--- src/rtl/hpi_pkg.sv ---
// Shared types, HPI register map and parameter helpers for the HPI bus master.
package hpi_pkg;

  typedef enum logic [2:0] {
    ST_IDLE,
    ST_WAITW,
    ST_SETUP,
    ST_STROBE,
    ST_HOLD,
    ST_RECOVER,
    ST_DONE
  } hpi_state_e;

  // HPI register addresses of the USB host controller
  localparam logic [1:0] HPI_DATA    = 2'd0;
  localparam logic [1:0] HPI_MAILBOX = 2'd1;
  localparam logic [1:0] HPI_ADDRESS = 2'd2;
  localparam logic [1:0] HPI_STATUS  = 2'd3;

  // Every timed phase must last at least one cycle
  function automatic bit cyc_params_ok(input int setup_cyc, input int strobe_cyc,
                                       input int hold_cyc, input int recover_cyc);
    return (setup_cyc >= 1) && (strobe_cyc >= 1) && (hold_cyc >= 1) && (recover_cyc >= 1);
  endfunction

  // Largest phase length, used to size the shared phase timer
  function automatic int max_cyc(input int a, input int b, input int c, input int d);
    int m;
    m = a;
    if (b > m) m = b;
    if (c > m) m = c;
    if (d > m) m = d;
    return m;
  endfunction

endpackage

--- src/rtl/hpi_phase_timer.sv ---
// Loadable down-counter timing every HPI phase; expired while the count is 1.
module hpi_phase_timer #(
  parameter int TW = 4
) (
  input  logic          clk,
  input  logic          rst,
  input  logic          load,
  input  logic [TW-1:0] load_val,
  output logic          expired
);

  logic [TW-1:0] count;

  // Load on phase entry, then count down and park at 1
  always_ff @(posedge clk or posedge rst) begin
    if (rst) begin
      count <= TW'(1);
    end else if (load) begin
      count <= load_val;
    end else if (count > TW'(1)) begin
      count <= count - TW'(1);
    end
  end

  assign expired = (count == TW'(1));

endmodule

--- src/rtl/hpi_bus_master.sv ---
// HPI bus master: turns burst commands and a write-data stream into
// setup/strobe/hold/recover cycles on the host-port pins.
module hpi_bus_master
  import hpi_pkg::*;
#(
  parameter int DATA_W      = 16,
  parameter int ADDR_W      = 2,
  parameter int LEN_W       = 8,
  parameter int SETUP_CYC   = 1,
  parameter int STROBE_CYC  = 4,
  parameter int HOLD_CYC    = 1,
  parameter int RECOVER_CYC = 1
) (
  input  logic              clk_clk,
  input  logic              reset_reset,
  input  logic              cmd_valid,
  output logic              cmd_ready,
  input  logic              cmd_write,
  input  logic [ADDR_W-1:0] cmd_addr,
  input  logic [LEN_W-1:0]  cmd_len,
  input  logic [DATA_W-1:0] wr_data,
  input  logic              wr_valid,
  output logic              wr_ready,
  output logic [DATA_W-1:0] rd_data,
  output logic              rd_valid,
  output logic              done,
  output logic              busy,
  output logic              hpi_cs_n,
  output logic              hpi_r_n,
  output logic              hpi_w_n,
  output logic [ADDR_W-1:0] hpi_addr,
  output logic [DATA_W-1:0] hpi_data_out,
  output logic              hpi_data_oe,
  input  logic [DATA_W-1:0] hpi_data_in
);

  localparam int MAX_CYC = max_cyc(SETUP_CYC, STROBE_CYC, HOLD_CYC, RECOVER_CYC);
  localparam int TW      = $clog2(MAX_CYC) + 1;

  if (!cyc_params_ok(SETUP_CYC, STROBE_CYC, HOLD_CYC, RECOVER_CYC)) begin : g_param_err
    $error("hpi_bus_master: SETUP/STROBE/HOLD/RECOVER_CYC must all be >= 1");
  end

  hpi_state_e        state;
  hpi_state_e        state_nxt;
  logic              cur_write;
  logic              write_nxt;
  logic [LEN_W-1:0]  beats_left;
  logic              tmr_load;
  logic [TW-1:0]     tmr_val;
  logic              tmr_expired;
  logic              accept;
  logic              wr_take;
  logic              capture;
  logic              beat_end;
  logic              pins_active;

  assign accept    = (state == ST_IDLE) && cmd_valid;
  assign wr_take   = (state == ST_WAITW) && wr_valid;
  assign capture   = (state == ST_STROBE) && tmr_expired && !cur_write;
  assign beat_end  = (state == ST_RECOVER) && tmr_expired;
  // Direction of the cycle being entered; a new command's direction applies immediately
  assign write_nxt = (state == ST_IDLE) ? cmd_write : cur_write;

  assign cmd_ready = (state == ST_IDLE);
  assign busy      = (state != ST_IDLE);
  assign wr_ready  = wr_take;

  hpi_phase_timer #(
    .TW(TW)
  ) u_timer (
    .clk      (clk_clk),
    .rst      (reset_reset),
    .load     (tmr_load),
    .load_val (tmr_val),
    .expired  (tmr_expired)
  );

  // FSM state register
  always_ff @(posedge clk_clk or posedge reset_reset) begin
    if (reset_reset) begin
      state <= ST_IDLE;
    end else begin
      state <= state_nxt;
    end
  end

  // Next-state decode and phase timer reload on every state change
  always_comb begin
    state_nxt = state;
    tmr_load  = 1'b0;
    tmr_val   = TW'(1);
    unique case (state)
      ST_IDLE:    if (cmd_valid) state_nxt = cmd_write ? ST_WAITW : ST_SETUP;
      ST_WAITW:   if (wr_valid) state_nxt = ST_SETUP;
      ST_SETUP:   if (tmr_expired) state_nxt = ST_STROBE;
      ST_STROBE:  if (tmr_expired) state_nxt = ST_HOLD;
      ST_HOLD:    if (tmr_expired) state_nxt = ST_RECOVER;
      ST_RECOVER: begin
        if (tmr_expired) begin
          if (beats_left == '0) state_nxt = ST_DONE;
          else                  state_nxt = cur_write ? ST_WAITW : ST_SETUP;
        end
      end
      ST_DONE:    state_nxt = ST_IDLE;
      default:    state_nxt = ST_IDLE;
    endcase
    if (state_nxt != state) begin
      tmr_load = 1'b1;
      unique case (state_nxt)
        ST_SETUP:   tmr_val = TW'(SETUP_CYC);
        ST_STROBE:  tmr_val = TW'(STROBE_CYC);
        ST_HOLD:    tmr_val = TW'(HOLD_CYC);
        ST_RECOVER: tmr_val = TW'(RECOVER_CYC);
        default:    tmr_val = TW'(1);
      endcase
    end
  end

  // Command latch and beat counter; counter only decrements while beats remain
  always_ff @(posedge clk_clk or posedge reset_reset) begin
    if (reset_reset) begin
      cur_write  <= 1'b0;
      beats_left <= '0;
      hpi_addr   <= '0;
    end else if (accept) begin
      cur_write  <= cmd_write;
      beats_left <= cmd_len;
      hpi_addr   <= cmd_addr;
    end else if (beat_end && (beats_left != '0)) begin
      beats_left <= beats_left - LEN_W'(1);
    end
  end

  assign pins_active = (state_nxt == ST_SETUP) || (state_nxt == ST_STROBE) ||
                       (state_nxt == ST_HOLD);

  // Pin and status registers, decoded from the state being entered so each
  // output is valid for exactly the cycles of its phase
  always_ff @(posedge clk_clk or posedge reset_reset) begin
    if (reset_reset) begin
      hpi_cs_n    <= 1'b1;
      hpi_r_n     <= 1'b1;
      hpi_w_n     <= 1'b1;
      hpi_data_oe <= 1'b0;
      done        <= 1'b0;
    end else begin
      hpi_cs_n    <= !pins_active;
      hpi_r_n     <= !((state_nxt == ST_STROBE) && !write_nxt);
      hpi_w_n     <= !((state_nxt == ST_STROBE) && write_nxt);
      hpi_data_oe <= pins_active && write_nxt;
      done        <= (state_nxt == ST_DONE);
    end
  end

  // Write data is latched when the beat's word is taken from the stream
  always_ff @(posedge clk_clk or posedge reset_reset) begin
    if (reset_reset) begin
      hpi_data_out <= '0;
    end else if (wr_take) begin
      hpi_data_out <= wr_data;
    end
  end

  // Read data is sampled at the end of the last strobe cycle
  always_ff @(posedge clk_clk or posedge reset_reset) begin
    if (reset_reset) begin
      rd_data  <= '0;
      rd_valid <= 1'b0;
    end else begin
      rd_valid <= capture;
      if (capture) rd_data <= hpi_data_in;
    end
  end

endmodule

--- config.mk ---
export PLATFORM = sky130hd
export DESIGN_NAME = hpi_bus_master
export DESIGN_NICKNAME = d
export VERILOG_FILES = /design/src/rtl/hpi_pkg.sv /design/src/rtl/hpi_phase_timer.sv /design/src/rtl/hpi_bus_master.sv
export SDC_FILE = /design/constraint.sdc
export NUM_CORES = 1
export LEC_CHECK = 0
export ABC_AREA = 1
export BUFFER_PORTS_ARGS = -buffer_cell sky130_fd_sc_hd__buf_2
export CORE_ASPECT_RATIO = 1.2
export CORE_MARGIN = 2
export CORE_UTILIZATION = 39
export CTS_BUF_LIST = sky130_fd_sc_hd__clkbuf_4 sky130_fd_sc_hd__clkbuf_8
export CTS_CLUSTER_SIZE = 20
export DETAILED_ROUTE_END_ITERATION = 8
export PLACE_DENSITY = 0.65
export SYNTH_ARGS = -nofsm -noshare
export SYNTH_HDL_FRONTEND = slang
export SYNTH_SLANG_ARGS = --single-unit
--- constraint.sdc ---
create_clock -name clk_clk -period 2 [get_ports clk_clk]
set_input_delay 0.4 -clock clk_clk [delete_from_list [all_inputs] [get_ports clk_clk]]
set_output_delay 0.4 -clock clk_clk [all_outputs]
set_load 0.02 [all_outputs]
### Word-level counts from Yosys, hierarchy flattened

Cells that the tools add are included.

* magnitude comparators: 1
* add/subtract/negate cells: 2
* reduce and logical (&&, ||, !) cells: 22
* equality and inequality tests: 11
* muxes and demuxes: 18

Operators by type and width (number)
* $mux W3: 11
* $pmux W3 S6: 1
* $mux W8: 2
* $eq A3 B2 Y1 const B: 4
* $eq A3 B3 Y1 const B: 4
* $logic_and A1 B1 Y1: 9
* $logic_not A8 Y1: 1
* $reduce_bool A8 Y1: 1
* $sub A8 B1 Y8 const B: 1
* $eq A3 B1 Y1 const B: 2
* $logic_not A1 Y1: 5
* $mux W2: 2
* $reduce_bool A2 Y1: 2
* $gt A3 B1 Y1 const B: 1
* $logic_not A3 Y1: 1
* $ne A3 B3 Y1: 1
* $reduce_bool A3 Y1: 1
* $sub A3 B1 Y3 const B: 1
* $logic_or A1 B1 Y1: 2
* $mux W1: 2

* register bits after elaboration: 55
* input port bits: 47
* output and inout port bits: 43
* word-level logic and storage cells: 67

### Logic depth before layout (Yosys ltp)

* depth after elaboration: 8
* gate-level depth with buffers: 12
* depth with buffers taken out: 12

### Cells and area by module

Synthesis repeated with hierarchy kept, for this count alone.

* cell total of the unflattened synthesis: 288
* area, all modules: 2647.5 sq um

Modules (own cells, without submodules)
* hpi_bus_master: area an instance 2431.1 sq um, cells an instance 256, seq. area each 1305.0 sq um, instances 1
* hpi_phase_timer: area an instance 216.5 sq um, cells an instance 32, seq. area each 76.3 sq um, instances 1

### Worst setup path after synthesis

OpenSTA, ideal clock, no wires.

* kind: flip-flop to flip-flop
* start: register u_timer.count[0]
* end: register rd_data[0]
* library setup time: 0.127 ns
* path slack: 0.157 ns
* arrival time: 1.715 ns
* cell stages (with the launch flop): 6
* clock period less this slack: 1.843 ns
* path through: dfstp_2 ha_1 nand2_2 nor4_4 buf_6 mux2_1

* cells in the longest elaborated chain, start to end: 3

Ends and longest elaborated chain
* start, declared: RTL line hpi_phase_timer.sv:12 `logic [TW-1:0] count;`
* start signal, assigned: RTL line hpi_phase_timer.sv:19 `count <= load_val;`
* start signal, assigned: RTL line hpi_phase_timer.sv:21 `count <= count - TW'(1);`
* $eq A3 B1 Y1: RTL line hpi_phase_timer.sv:25 `assign expired = (count == TW'(1));`
* $logic_and A1 B1 Y1 (2 in a row): RTL line hpi_bus_master.sv:60 `assign capture = (state == ST_STROBE) && tmr_expired && !cur_write;`
* named net capture: RTL line hpi_bus_master.sv:54 `logic capture;`
* end signal, assigned: RTL line hpi_bus_master.sv:172 `if (capture) rd_data <= hpi_data_in;`
* end, declared: RTL line hpi_bus_master.sv:24 `output logic [DATA_W-1:0] rd_data,`

The timed path passes the listed nets, and every way through them passes these cells.
A chain may end at the register's enable or synchronous reset.

### Final worst setup path

* start: register state[0]
* end: output wr_ready

* cells in the longest elaborated chain, start to end: 2

Ends and longest elaborated chain
* start, declared: RTL line hpi_bus_master.sv:44 `hpi_state_e state;`
* start signal, assigned: RTL line hpi_bus_master.sv:84 `state <= state_nxt;`
* $eq A3 B1 Y1: RTL line hpi_bus_master.sv:59 `assign wr_take = (state == ST_WAITW) && wr_valid;`
* $logic_and A1 B1 Y1: RTL line hpi_bus_master.sv:59
* end, declared: RTL line hpi_bus_master.sv:23 `output logic wr_ready,`

No other way between the ends.

==> results.py <==
metrics = {
    "global_routing": {
        "first_global_vias": 2038,
        "antenna_found_initial": 0,
        "grt_first_pass_wirelength_mm": 9.26,
        "grtUsageTotal_pct": 16.3,
        "globalRouteOverflowTotal": 0,
        "grt_max_degree": 56,
    },
    "drt": {
        "dr.pass1.iters": 4,
        "route.detailed.drc": 0,
        "drt_iter0_markers": 88,
        "antenna_left": 0,
        "wl_per_cell_um": 12.0,
        "post_drt_via_cell_ratio": 4.65,
        "vias": 2145,
        "totalWireLength_mm": 5.55,
    },
    "timing": {
        "period_share_pct": 92.2,
        "period_needed_ns": 1.84,
        "worst_clock_skew_ns": 0.0119,
        "setup_tns_ns": 0,
        "finalHoldViolCount": 0,
        "max_slew_margin_pct": 70.4,
        "rsz0062_at_grt": "no",
        "fin_ws_ns": 0.155,
        "setup_viol": 0,
        "drv_slew": 0,
        "worst_slew_pin_slew_ns": 0.440,
        "hold_slack_ns": 0.117,
        "clock.fmax_mhz": 542,
    },
    "worst_setup_path": {
        "worstPathMaxFanout": 6,
        "cp.arrival_ns": 1.44,
        "critPathLaunchType": "flop",
        "critPathCaptureType": "output port",
        "crit_chain": "inv_2 > nor3_2 > nand2_2 > clkinv_1 > buf_2",
        "cp_slowest_cell": "dfrtp_1",
        "path_buf_inv": 3,
        "critPathTopFamily": "flip-flops",
        "criticalPathCategory": "reg -> out",
        "crit_required_ns": 1.60,
        "cpPeakStageDelay_ns": 0.49,
    },
    "cts": {
        "cts_buffers": 5,
        "post_cts_buffers": 0,
        "clkTransAtPathRegs_ns": 0.10,
        "cts.sinks": 55,
        "root_buffer": "clkbuf_8",
        "cts_tree": "built",
        "clockBufferDepth": 2,
        "htree_levels": 2,
        "clock_latency_ns": 0.32,
    },
    "yosys": {
        "syn_inst": 279,
        "yosys.area.top_type": "dfrtp_1",
        "synthFlopType": "dfrtp_1",
        "synth.distinct_cells": 36,
        "synth_edf_count": 0,
        "ys_warn_count": 0,
        "synth-seq-cells": 55,
        "synth_top_area_share_pct": 50.0,
        "syn-num-nets": 329,
        "synth_area_mm2": 0.00255,
        "synth-seq-area-share_pct": 54.2,
        "syn_area_per_cell_um2": 9.14,
        "synth_area_leaders": "dfrtp_1 (50%), nand2_1 (13%), dfstp_2 (4.1%), mux2_1 (4.0%), inv_1 (3.4%)",
        "synth-async-reset-ratio_pct": 100,
    },
    "power": {
        "p_per_area_mw_per_mm2": 1650,
        "power_mw": 5.35,
        "p_leak_nw": 1.73,
        "peakVddDrop_mv": 0.635,
    },
    "floorplan": {
        "start_util_pct": 40.1,
        "die-width_um": 77.8,
        "fp-row-count": 32,
        "core_area_mm2": 0.00637,
        "io_pins": 90,
        "dieArea_mm2": 0.00720,
        "die_h_um": 92.6,
    },
    "placed_design": {
        "dp.cells": 453,
        "portBuffers": 89,
        "post-place-ws_ns": 0.200,
        "place.gp.congestion": 0.935,
        "placed_cell_area_mm2": 0.00314,
        "dp_hpwl_mm": 4.15,
    },
    "outcome": {
        "status": "finished clean",
    },
    "cells_and_area": {
        "seqCellArea_mm2": 0.00138,
        "num_antenna_cells": 0,
        "design_area_mm2": 0.00324,
        "multi_input_area_mm2": 0.00104,
        "area_growth_pct": 27.0,
        "final_util_pct": 50.9,
        "nFillCells": 620,
        "layout-drive-gt1-share_pct": 35.9,
        "final_cells": 461,
        "layout.nets": 425,
    },
    "flow_run": {
        "maxCapViolCount": 0,
    },
    "min_path": {
        "holdCritPathClass": "in -> async",
    },
}
[tightest hold or removal path, stage by stage]
cell and delay [ns]:
buf_2 0.10, inv_2 0.06, buf_12 0.27
[synthesized netlist by cell type (2+ instances only)]
cell / count
dfrtp_1: 51
nor2_1: 20
nand3b_1: 3
nand2_2: 5
nor2_2: 5
ha_1: 3
nand2_1: 87
o21ai_0: 8
dfstp_2: 4
mux2_2: 7
nor3_1: 3
o21ai_1: 5
a31oi_1: 4
a21oi_1: 4
inv_2: 4
xor2_1: 2
o31ai_1: 2
nand3_1: 11
nor3_2: 2
mux2_1: 9
clkbuf_1: 3
inv_1: 23
[metal layers]
metal  wire (um)  global-route usage, %
met5           0                      0
met1        2350                   20.0
met2        2740                   26.9
met3         290                   3.22
met4         170                   8.63
[path summary, 6_finish.rpt]
check	start	to	slack, ns	cells after the start
max	state[0]$_DFF_PP0_	wr_ready	0.16	5
min	reset_reset	hpi_data_out[4]$_DFFE_PP0P_	0.12	3
max reg2reg	u_timer.count[0]$_DFFE_PP1P_	u_timer.count[2]$_DFFE_PP0P_	0.20	11
min reg2reg	hpi_data_out[3]$_DFFE_PP0P_	hpi_data_out[3]$_DFFE_PP0P_	0.48	2
max in group asynchronous	reset_reset	hpi_r_n$_DFF_PP1_	1.58	3
min in group clk_clk	wr_data[10]	hpi_data_out[10]$_DFFE_PP0P_	0.27	3
[kinds of logic (layout without fill, tap and decap cells)]
| family | after synthesis | after routing | synth area share, % |
|---|---|---|---|
| simple gates | 139 | 139 | 24.0 |
| flops | 55 | 55 | 54.2 |
| buf+inv | 34 | 131 | 5.50 |
| compound gates | 28 | 28 | 6.38 |
| mux | 17 | 17 | 7.46 |
| fa+ha+maj | 3 | 3 | 1.47 |
| xor+xnor | 3 | 3 | 1.03 |
[sequential cells by signal (all words and copies together) (netlist names)]
signal         count
done               1
hpi_data_oe        1
hpi_r_n            1
beats_left         8
rd_valid           1
u_timer.count      3
cur_write          1
rd_data           16
hpi_addr           2
hpi_cs_n           1
state              3
hpi_data_out      16
hpi_w_n            1
[placed cells by master (no fill, tap or decap), types with 2 or more instances in the layout]
master / count
buf_2: 89
nand2_1: 87
dfrtp_1: 51
inv_1: 21
nor2_1: 20
nand3_1: 11
mux2_1: 9
o21ai_0: 8
mux2_2: 7
inv_2: 6
nand2_2: 5
o21ai_1: 5
clkbuf_8: 5
nor2_2: 4
a31oi_1: 4
dfstp_2: 4
buf_4: 4
nand3b_1: 3
nor3_1: 3
a21oi_1: 3
ha_1: 3
nor3_2: 2
a21oi_2: 2
o31ai_1: 2
xor2_1: 2
buf_12: 2
[report_power, final]
group          leakage (nW)  switching [mW]  total (mW)  internal, mW
combinational          1.02            1.73        2.74          1.02
sequential            0.673           0.324        1.97          1.65
clock                0.0461           0.382       0.635         0.254
total                  1.73            2.43        5.35          2.92
[what timing repair did]
item | in CTS | in global routing
hold buffers | 0 | 0
resized for setup | 0 | 3
setup endpoints to repair | 0 | 3
[final cells by class]
class,instances,area share (%)
clock inverter,3,0.734
multi-input combinational,190,32.0
inverter,28,3.25
sequential,55,42.7
tap,85,3.28
timing repair buffer,95,15.9
clock buffer,5,2.13
Note: power is estimated with default switching activity, not from simulation.
